## src/rtl/pulse_handshake_queue.sv

```systemverilog
// Turns single-cycle event pulses into back-to-back four-phase req/ack transactions.
// Pulses that arrive during a transaction are queued, and a sticky flag records any pulse lost at saturation.
module pulse_handshake_queue #(
  parameter int CNT_W = 4,
  parameter int GAP   = 2
) (
  input  logic             clk_slow,
  input  logic             rst,
  input  logic             pulse_in,
  input  logic             ack,
  output logic             req,
  output logic [CNT_W-1:0] pending,
  output logic             overflow,
  input  logic             ovf_clr,
  output logic             busy
);

  localparam logic [1:0] S_IDLE    = 2'd0;
  localparam logic [1:0] S_REQ     = 2'd1;
  localparam logic [1:0] S_RELEASE = 2'd2;
  localparam logic [1:0] S_GAP     = 2'd3;

  localparam logic [CNT_W-1:0] CNT_MAX  = '1;
  localparam logic [CNT_W-1:0] CNT_ONE  = CNT_W'(1);
  localparam logic [7:0]       GAP_LOAD = (GAP > 0) ? 8'(GAP - 1) : 8'd0;

  logic [1:0]       state_reg,    state_next;
  logic [7:0]       gap_cnt_reg,  gap_cnt_next;
  logic [CNT_W-1:0] pending_reg,  pending_next;
  logic             overflow_reg, overflow_next;
  logic             req_reg;
  logic             inc, dec, drop;

  // Handshake sequencer
  always_comb begin
    state_next   = state_reg;
    gap_cnt_next = gap_cnt_reg;
    case (state_reg)
      S_IDLE: begin
        // Holding off while ack is high keeps a stale ack from a reset mid-transaction out of the next cycle
        if ((pending_reg != '0) && !ack) begin
          state_next = S_REQ;
        end
      end
      S_REQ: begin
        if (ack) begin
          state_next = S_RELEASE;
        end
      end
      S_RELEASE: begin
        if (!ack) begin
          if (GAP > 0) begin
            state_next   = S_GAP;
            gap_cnt_next = GAP_LOAD;
          end else begin
            state_next = S_IDLE;
          end
        end
      end
      S_GAP: begin
        if (gap_cnt_reg == 8'd0) begin
          state_next = S_IDLE;
        end else begin
          gap_cnt_next = gap_cnt_reg - 8'd1;
        end
      end
      default: begin
        state_next = S_IDLE;
      end
    endcase
  end

  // Pending-event counter and loss detection
  assign inc = pulse_in;
  assign dec = (state_reg == S_REQ) && ack;

  always_comb begin
    pending_next = pending_reg;
    drop         = 1'b0;
    if (inc && !dec) begin
      if (pending_reg == CNT_MAX) begin
        drop = 1'b1;
      end else begin
        pending_next = pending_reg + CNT_ONE;
      end
    end else if (dec && !inc) begin
      pending_next = pending_reg - CNT_ONE;
    end
  end

  // A drop on the same edge as a clear must leave the flag set
  always_comb begin
    overflow_next = overflow_reg;
    if (drop) begin
      overflow_next = 1'b1;
    end else if (ovf_clr) begin
      overflow_next = 1'b0;
    end
  end

  always_ff @(posedge clk_slow) begin
    if (rst) begin
      state_reg    <= S_IDLE;
      gap_cnt_reg  <= 8'd0;
      pending_reg  <= '0;
      overflow_reg <= 1'b0;
      req_reg      <= 1'b0;
    end else begin
      state_reg    <= state_next;
      gap_cnt_reg  <= gap_cnt_next;
      pending_reg  <= pending_next;
      overflow_reg <= overflow_next;
      req_reg      <= (state_next == S_REQ);
    end
  end

  assign req      = req_reg;
  assign pending  = pending_reg;
  assign overflow = overflow_reg;
  assign busy     = (state_reg != S_IDLE);

endmodule

```

## config.mk

```make
export PLATFORM = sky130hd
export DESIGN_NAME = pulse_handshake_queue
export DESIGN_NICKNAME = d
export VERILOG_FILES = /design/src/rtl/pulse_handshake_queue.sv
export SDC_FILE = /design/constraint.sdc
export NUM_CORES = 1
export LEC_CHECK = 0
export CAP_MARGIN = 10
export CORE_MARGIN = 2
export CORE_UTILIZATION = 50
export DETAILED_ROUTE_END_ITERATION = 6
export PLACE_DENSITY = 0.8
export RECOVER_POWER = 50
export SLEW_MARGIN = 20
export SYNTH_ARGS = -nofsm -noshare
export SYNTH_HDL_FRONTEND = slang
export SYNTH_SLANG_ARGS = --single-unit
```

## constraint.sdc

```tcl
create_clock -name clk_slow -period 2.4 [get_ports clk_slow]
set_input_delay 0.24 -clock clk_slow [delete_from_list [all_inputs] [get_ports clk_slow]]
set_output_delay 0.24 -clock clk_slow [all_outputs]
set_load 0.02 [all_outputs]
```

==> results of run 1 <==
==> metal layers <==
layer  up-vias  track usage [%]  part of all wire, %
li1        387                -                    -
met1       353             25.2                   48
met2        17             29.7                   48
met3         2             3.97                  3.5
met4         0             10.9                 0.70
met5         -                0                    0
==> worst max-delay path, delay by kind of cell (launching register included) <==
kind / cells / cell delay (ns)
simple gates: 3 / 0.55
fa+ha+maj: 1 / 0.32
compound gates: 3 / 0.56
flops: 1 / 0.50
buf+inv: 1 / 0.10
==> cells in the mapped netlist, drive strengths merged <==
| library cell | count |
|---|---|
| a211oi | 3 |
| a21o | 1 |
| a21oi | 11 |
| a221oi | 1 |
| a2bb2oi | 1 |
| and2 | 2 |
| and3b | 1 |
| buf | 1 |
| clkbuf | 1 |
| dfxtp | 16 |
| fa | 1 |
| ha | 4 |
| inv | 7 |
| mux2 | 1 |
| mux2i | 1 |
| nand2 | 3 |
| nand2b | 2 |
| nand3 | 2 |
| nand3b | 2 |
| nand4 | 1 |
| nand4b | 1 |
| nor2 | 5 |
| nor2b | 1 |
| nor3 | 1 |
| o2111ai | 1 |
| o211ai | 1 |
| o21a | 1 |
| o21ai | 2 |
| o22ai | 1 |
| o311ai | 1 |
| o31ai | 5 |
| or2 | 4 |
| or2b | 1 |
| or3 | 2 |
| or4 | 5 |
| or4bb | 1 |
| xor2 | 2 |
==> cells by family (layout without fill, tap and decap cells) <==
kind of cell	Yosys count	count (layout)	synth area share, %
simple gates	34	34	25.0
compound gates	29	29	21.6
flops	16	16	36.4
buf+inv	9	22	4.69
fa+ha+maj	5	5	7.95
xor+xnor	2	2	1.99
mux	2	2	2.41
==> area by class of cell <==
cell class                 count  area (sq um)  share of cell area, %
multi-input combinational     72           519                   50.5
sequential                    16           320                   31.2
timing repair buffer          12           118                   11.4
inverter                       7          26.3                   2.56
clock buffer                   3          22.5                   2.19
tap                           17          21.3                   2.07
==> power groups by stage <==
stage                     logic [mW]  clock network (mW)  registers (mW)
final                          0.190               0.140           0.318
after global routing           0.212               0.159           0.324
after CTS                      0.197               0.147           0.318
after detailed placement       0.196                   0           0.324
after global placement         0.189                   0           0.324
after floorplan                0.123                   0           0.332
==> how the worst max path moves through the flow <==
stage | startpoint | end | slack (ns) | cells past startpoint
after floorplan | state_reg[1]$_SDFF_PP0_ | pending[3]$_SDFFE_PP0P_ | 0.52 | 9
after global placement | ack | pending[3]$_SDFFE_PP0P_ | 0.15 | 9
after detailed placement | ack | pending[3]$_SDFFE_PP0P_ | 0.04 | 9
after CTS | state_reg[1]$_SDFF_PP0_ | pending[3]$_SDFFE_PP0P_ | 0.28 | 8
after global routing | state_reg[1]$_SDFF_PP0_ | pending[3]$_SDFFE_PP0P_ | 0.06 | 8
final | state_reg[1]$_SDFF_PP0_ | pending[3]$_SDFFE_PP0P_ | 0.24 | 8
==> flow_metrics.py, run 1 <==
metrics = {
    "worst_setup_path": {
        "worstSetupPathType": "reg2reg",
        "worstPathRequired_ns": 2.56,
        "crit_slowest_cell": "dfxtp_1",
        "critPathLaunchType": "flop",
        "end_kind": "flop",
        "slowest_delay_ns": 0.50,
        "r2r_setup_slack_ns": 0.24,
        "path_cells": "nand3b_1, and2_0, inv_1, ha_1, a21oi_1, nand2_1, a221oi_1, a211oi_1",
        "r2r_cells": 8,
        "arrival_ns": 2.32,
        "cp_max_fo": 10,
        "worstReg2RegEnd": "pending[3]$_SDFFE_PP0P_",
        "reg2reg_from": "state_reg[1]$_SDFF_PP0_",
    },
    "detailed_routing": {
        "viasPerCell": 5.98,
        "dr.pass1.iters": 4,
        "vias": 759,
        "wirelength_microns": 1710,
        "routedWlPerCell_microns": 13.4,
        "drcViolationCount": 0,
        "drt_iter0_markers": 10,
        "postRouteAntennaNets": 0,
    },
    "worst_hold_path": {
        "min_from": "gap_cnt_reg[5]$_SDFFE_PP0P_",
        "hp-class": "reg2reg",
        "holdPathStages": 2,
        "holdPathEnd": "gap_cnt_reg[5]$_SDFFE_PP0P_",
    },
    "timing": {
        "finClkSkew_ns": 0.00535,
        "rsz0062_at_grt": "no",
        "fmax_ghz": 0.463,
        "drv_slew": 0,
        "fin_hold_ws_ns": 0.491,
        "min_period_ns": 2.16,
        "tns_ns": 0,
        "finalHoldViolCount": 0,
        "worst_slew_pin_slew_ns": 0.556,
        "setup_slack_ns": 0.241,
        "finalSetupViolations": 0,
        "finalCritPeriodShare_pct": 90.0,
        "slew_headroom_pct": 62.7,
    },
    "finish": {
        "syn2layout_area_growth_pct": 16.6,
        "design_area_sq_um": 1030,
        "final_cells": 127,
        "final_common_cell": "dfxtp_1",
        "mostFrequentLayoutCells": "dfxtp_1 (16), a21oi_1 (11), dlygate4sd3_1 (8), inv_1 (7)",
        "nNetsFinal": 122,
        "largest_reg_flops": 8,
        "n_antenna_cell": 0,
        "fillers": 153,
        "drive_gt1_share_pct": 14.5,
        "final_util_pct": 60.8,
    },
    "clock_tree": {
        "cts.reportedPaths.clkPinSlew_ns": 0.09,
        "cts_buffer_depth": 2,
        "clock-sinks": 16,
        "ctsResizeCount": 0,
        "cts_hold_buf": 0,
        "cts_tree": "built",
        "post-cts-setup-buffer-count": 0,
        "cts_inserted_buffers": 3,
        "clk_latency_ns": 0.28,
        "htreeDepth": 1,
        "root_buffer": "clkbuf_4",
    },
    "synth": {
        "synthCells": 97,
        "synth_seq_area_share_pct": 36.4,
        "synth_area_sq_um": 881,
        "synth_warnings": 0,
        "ys_top_cells_by_area": "dfxtp_1 (36%), a21oi_1 (6.3%), ha_1 (5.7%)",
        "ys_seq_elements": 16,
        "synth_nets": 107,
        "syn_avg_cell_area_sq_um": 9.08,
        "synth_top_area_share_pct": 36.4,
        "synth_top_cell_by_area": "dfxtp_1",
        "yosysUniqueCellTypes": 40,
    },
    "global_route": {
        "grt_use_total_pct": 19.5,
        "grt_antenna_before_repair": 0,
        "grt_pass1_wl_microns": 2950,
        "grt_max_degree": 15,
        "grt_overflow": 0,
        "grt_pass1_vias": 716,
    },
    "floorplanning": {
        "core-area_sq_um": 1690,
        "die_h_microns": 46.0,
        "die_area_sq_um": 2110,
        "rows": 15,
        "dieWidth_microns": 46.0,
        "start_util_pct": 52.1,
        "num_io_pins": 12,
    },
    "pwr": {
        "switching_share_pct": 32.5,
        "powerDensity_nw_per_um2": 631,
        "power.share.sequential_pct": 49.0,
        "power_frac_comb_pct": 29.3,
        "ir_worst_vdd_uv": 306,
        "switchingPower_uw": 211,
        "p_leak_nw": 0.425,
        "internal_power_uw": 437,
        "clkPwrFrac_pct": 21.7,
        "finalPower_uw": 648,
    },
    "place": {
        "place_area_sq_um": 1000,
        "io_buffers": 11,
        "post-place-ws_ns": 0.0382,
        "place_congestion": 0.750,
        "dp_cells": 124,
        "place_hpwl_microns": 1280,
    },
    "status": {
        "status": "finished clean",
    },
    "run": {
        "maxCapViolations": 0,
    },
}
No activity file was read; power rests on OpenSTA's default activity.
==> run 2, diff against run 1 <==
--- a/config.mk
+++ b/config.mk
@@ -6,11 +6,12 @@
 export NUM_CORES = 1
 export LEC_CHECK = 0
 export CAP_MARGIN = 10
+export CELL_PAD_IN_SITES_DETAIL_PLACEMENT = 1
+export CELL_PAD_IN_SITES_GLOBAL_PLACEMENT = 1
 export CORE_MARGIN = 2
-export CORE_UTILIZATION = 50
+export CORE_UTILIZATION = 40
 export DETAILED_ROUTE_END_ITERATION = 6
-export PLACE_DENSITY = 0.8
-export RECOVER_POWER = 50
+export PLACE_DENSITY = 0.83
 export SLEW_MARGIN = 20
 export SYNTH_ARGS = -nofsm -noshare
 export SYNTH_HDL_FRONTEND = slang
==> run 2 against run 1 <==
  * Setup slack gained 0.071 ns
  * Register-to-register slack better by 0.07 ns
  * Cell count grew 11%
  * Sequential power barely moved
  * Sequential share of layout area down 1.4 points
  * Fmax up 3.4%
  * Combinational power up 11%
  * Worst hold slack better by 0.015 ns
  * Clock power is 31% higher
  * Non-clock buffer count is 3 higher
  * Critical path type unchanged
  * Largest cell class unchanged
==> flow_metrics.py, run 2 (synthesis results as in run 1) <==
metrics = {
    "timing": {
        "rsz0062_at_grt": "no",
        "slew_headroom_pct": 60.3,
        "finClkSkew_ns": 0.0104,
        "tns_ns": 0,
        "drv_slew": 0,
        "finalSetupViolations": 0,
        "fin_hold_ws_ns": 0.507,
        "setup_slack_ns": 0.313,
        "worst_slew_pin_slew_ns": 0.593,
        "min_period_ns": 2.09,
        "finalCritPeriodShare_pct": 87.0,
        "fmax_ghz": 0.479,
        "finalHoldViolCount": 0,
    },
    "worst_setup_path": {
        "r2r_setup_slack_ns": 0.31,
        "end_kind": "flop",
        "cp_max_fo": 8,
        "r2r_cells": 6,
        "worstSetupPathType": "reg2reg",
        "crit_path_end": "gap_cnt_reg[7]$_SDFFE_PP0P_",
        "critPathLaunchType": "flop",
        "reg2reg_from": "gap_cnt_reg[0]$_SDFFE_PP0P_",
        "worstReg2RegEnd": "gap_cnt_reg[7]$_SDFFE_PP0P_",
        "worstPathRequired_ns": 2.57,
        "arrival_ns": 2.26,
        "crit_start": "gap_cnt_reg[0]$_SDFFE_PP0P_",
    },
    "clock_tree": {
        "ctsResizeCount": 0,
        "cts_tree": "built",
        "post-cts-setup-buffer-count": 0,
        "cts_inserted_buffers": 3,
        "htreeDepth": 1,
        "cts.reportedPaths.clkPinSlew_ns": 0.10,
        "cts_hold_buf": 0,
        "cts_buffer_depth": 2,
        "clk_latency_ns": 0.29,
        "root_buffer": "clkbuf_4",
        "clock-sinks": 16,
    },
    "pwr": {
        "powerDensity_nw_per_um2": 662,
        "p_leak_nw": 0.430,
        "ir_worst_vdd_uv": 387,
    },
    "finish": {
        "fillers": 251,
        "mostFrequentLayoutCells": "dfxtp_1 (16), a21oi_1 (11), clkdlybuf4s50_1 (11), inv_1 (7)",
        "largest_reg_flops": 8,
        "nNetsFinal": 125,
        "final_common_cell": "dfxtp_1",
        "drive_gt1_share_pct": 17.5,
        "final_cells": 141,
        "final_util_pct": 53.2,
        "syn2layout_area_growth_pct": 22.2,
        "n_antenna_cell": 0,
    },
    "worst_hold_path": {
        "holdPathStages": 2,
        "hp-class": "reg2reg",
    },
    "status": {
        "status": "finished clean",
    },
    "detailed_routing": {
        "postRouteAntennaNets": 0,
        "wl_met1_microns": 937,
        "wl_met3_microns": 55,
        "drt_iter0_markers": 7,
        "vias": 809,
        "drcViolationCount": 0,
        "dr_wl_met2_microns": 1210,
        "viasPerCell": 5.74,
        "routedWlPerCell_microns": 15.9,
        "dr.pass1.iters": 3,
        "wirelength_microns": 2240,
        "top_layer_used": "met4",
    },
    "global_route": {
        "grt_pass1_vias": 852,
        "grt_max_degree": 10,
        "grt_antenna_before_repair": 0,
        "grt_pass1_wl_microns": 3950,
        "grt_use_total_pct": 20.5,
        "grt_overflow": 0,
    },
    "floorplanning": {
        "die_area_sq_um": 2590,
        "start_util_pct": 43.6,
        "dieWidth_microns": 50.9,
        "num_io_pins": 12,
        "rows": 16,
        "die_h_microns": 50.9,
        "core-area_sq_um": 2020,
    },
    "run": {
        "maxCapViolations": 0,
    },
    "place": {
        "dp_cells": 137,
        "post-place-ws_ns": 0.0512,
        "io_buffers": 11,
        "place_congestion": 0.883,
        "place_hpwl_microns": 1710,
    },
}
==> run 2: cell types whose count changed in the layout (fill, tap and decap cells not counted) <==
| cell | previous run | this run |
|---|---|---|
| clkdlybuf4s50_1 | 3 | 11 |
| dlygate4sd3_1 | 8 | 0 |
| and2_1 | 0 | 2 |
| and2_0 | 2 | 0 |
| buf_4 | 1 | 4 |
| clkbuf_8 | 0 | 1 |
==> run 2: worst min path at each step <==
stage / start / slack (ns) / end
after floorplan: ovf_clr / 0.42 / overflow$_SDFFE_PP0P_
after global placement: gap_cnt_reg[5]$_SDFFE_PP0P_ / 0.47 / gap_cnt_reg[5]$_SDFFE_PP0P_
after detailed placement: gap_cnt_reg[1]$_SDFFE_PP0P_ / 0.49 / gap_cnt_reg[1]$_SDFFE_PP0P_
after CTS: gap_cnt_reg[4]$_SDFFE_PP0P_ / 0.51 / gap_cnt_reg[4]$_SDFFE_PP0P_
after global routing: gap_cnt_reg[7]$_SDFFE_PP0P_ / 0.54 / gap_cnt_reg[7]$_SDFFE_PP0P_
final: gap_cnt_reg[4]$_SDFFE_PP0P_ / 0.51 / gap_cnt_reg[4]$_SDFFE_PP0P_
==> run 2: critical path, cell delays in order, from the launching register on <==
cell      delay, ns
dfxtp_1        0.31
inv_1          0.13
ha_1           0.18
or4bb_2        0.55
o211ai_1       0.52
or4_1          0.21
a21oi_1        0.07
==> run 2: metrics by stage <==
stage               area, sq um  total power, mW
floorplan                   881            0.455
global placement           1040            0.522
detailed placement         1040            0.535
CTS                        1080            0.719
global route               1080            0.756
finish                     1080            0.712
==> run 2: cell type report <==
cell class / count / area, sq um / share of cell area (%)
Clock buffer: 4 / 36.3 / 3.37
Inverter: 7 / 26.3 / 2.44
Multi-Input combinational cell: 72 / 519 / 48.3
Sequential cell: 16 / 320 / 29.8
Tap cell: 27 / 33.8 / 3.14
Timing Repair Buffer: 15 / 140 / 13.0
==> run 2: power by group <==
group	leakage, nW	total (mW)	switching, mW	internal, mW
clock	0.0210	0.183	0.0904	0.0925
combinational	0.279	0.211	0.110	0.101
sequential	0.130	0.318	0.0299	0.288
total	0.430	0.712	0.230	0.482
==> run 2: layer usage <==
metal	vias to the layer above	global-route usage (%)
li1	394	-
met1	397	23.4
met2	14	36.6
met3	4	5.56
met4	0	6.76
met5	-	0
==> run 3, diff against run 2 <==
--- a/config.mk
+++ b/config.mk
@@ -11,6 +11,7 @@
 export CORE_MARGIN = 2
 export CORE_UTILIZATION = 40
 export DETAILED_ROUTE_END_ITERATION = 6
+export GPL_TIMING_DRIVEN = 1
 export PLACE_DENSITY = 0.83
 export SLEW_MARGIN = 20
 export SYNTH_ARGS = -nofsm -noshare
==> results of run 3 <==
No change in the layout: final DEF, timing and power equal those of run 2.
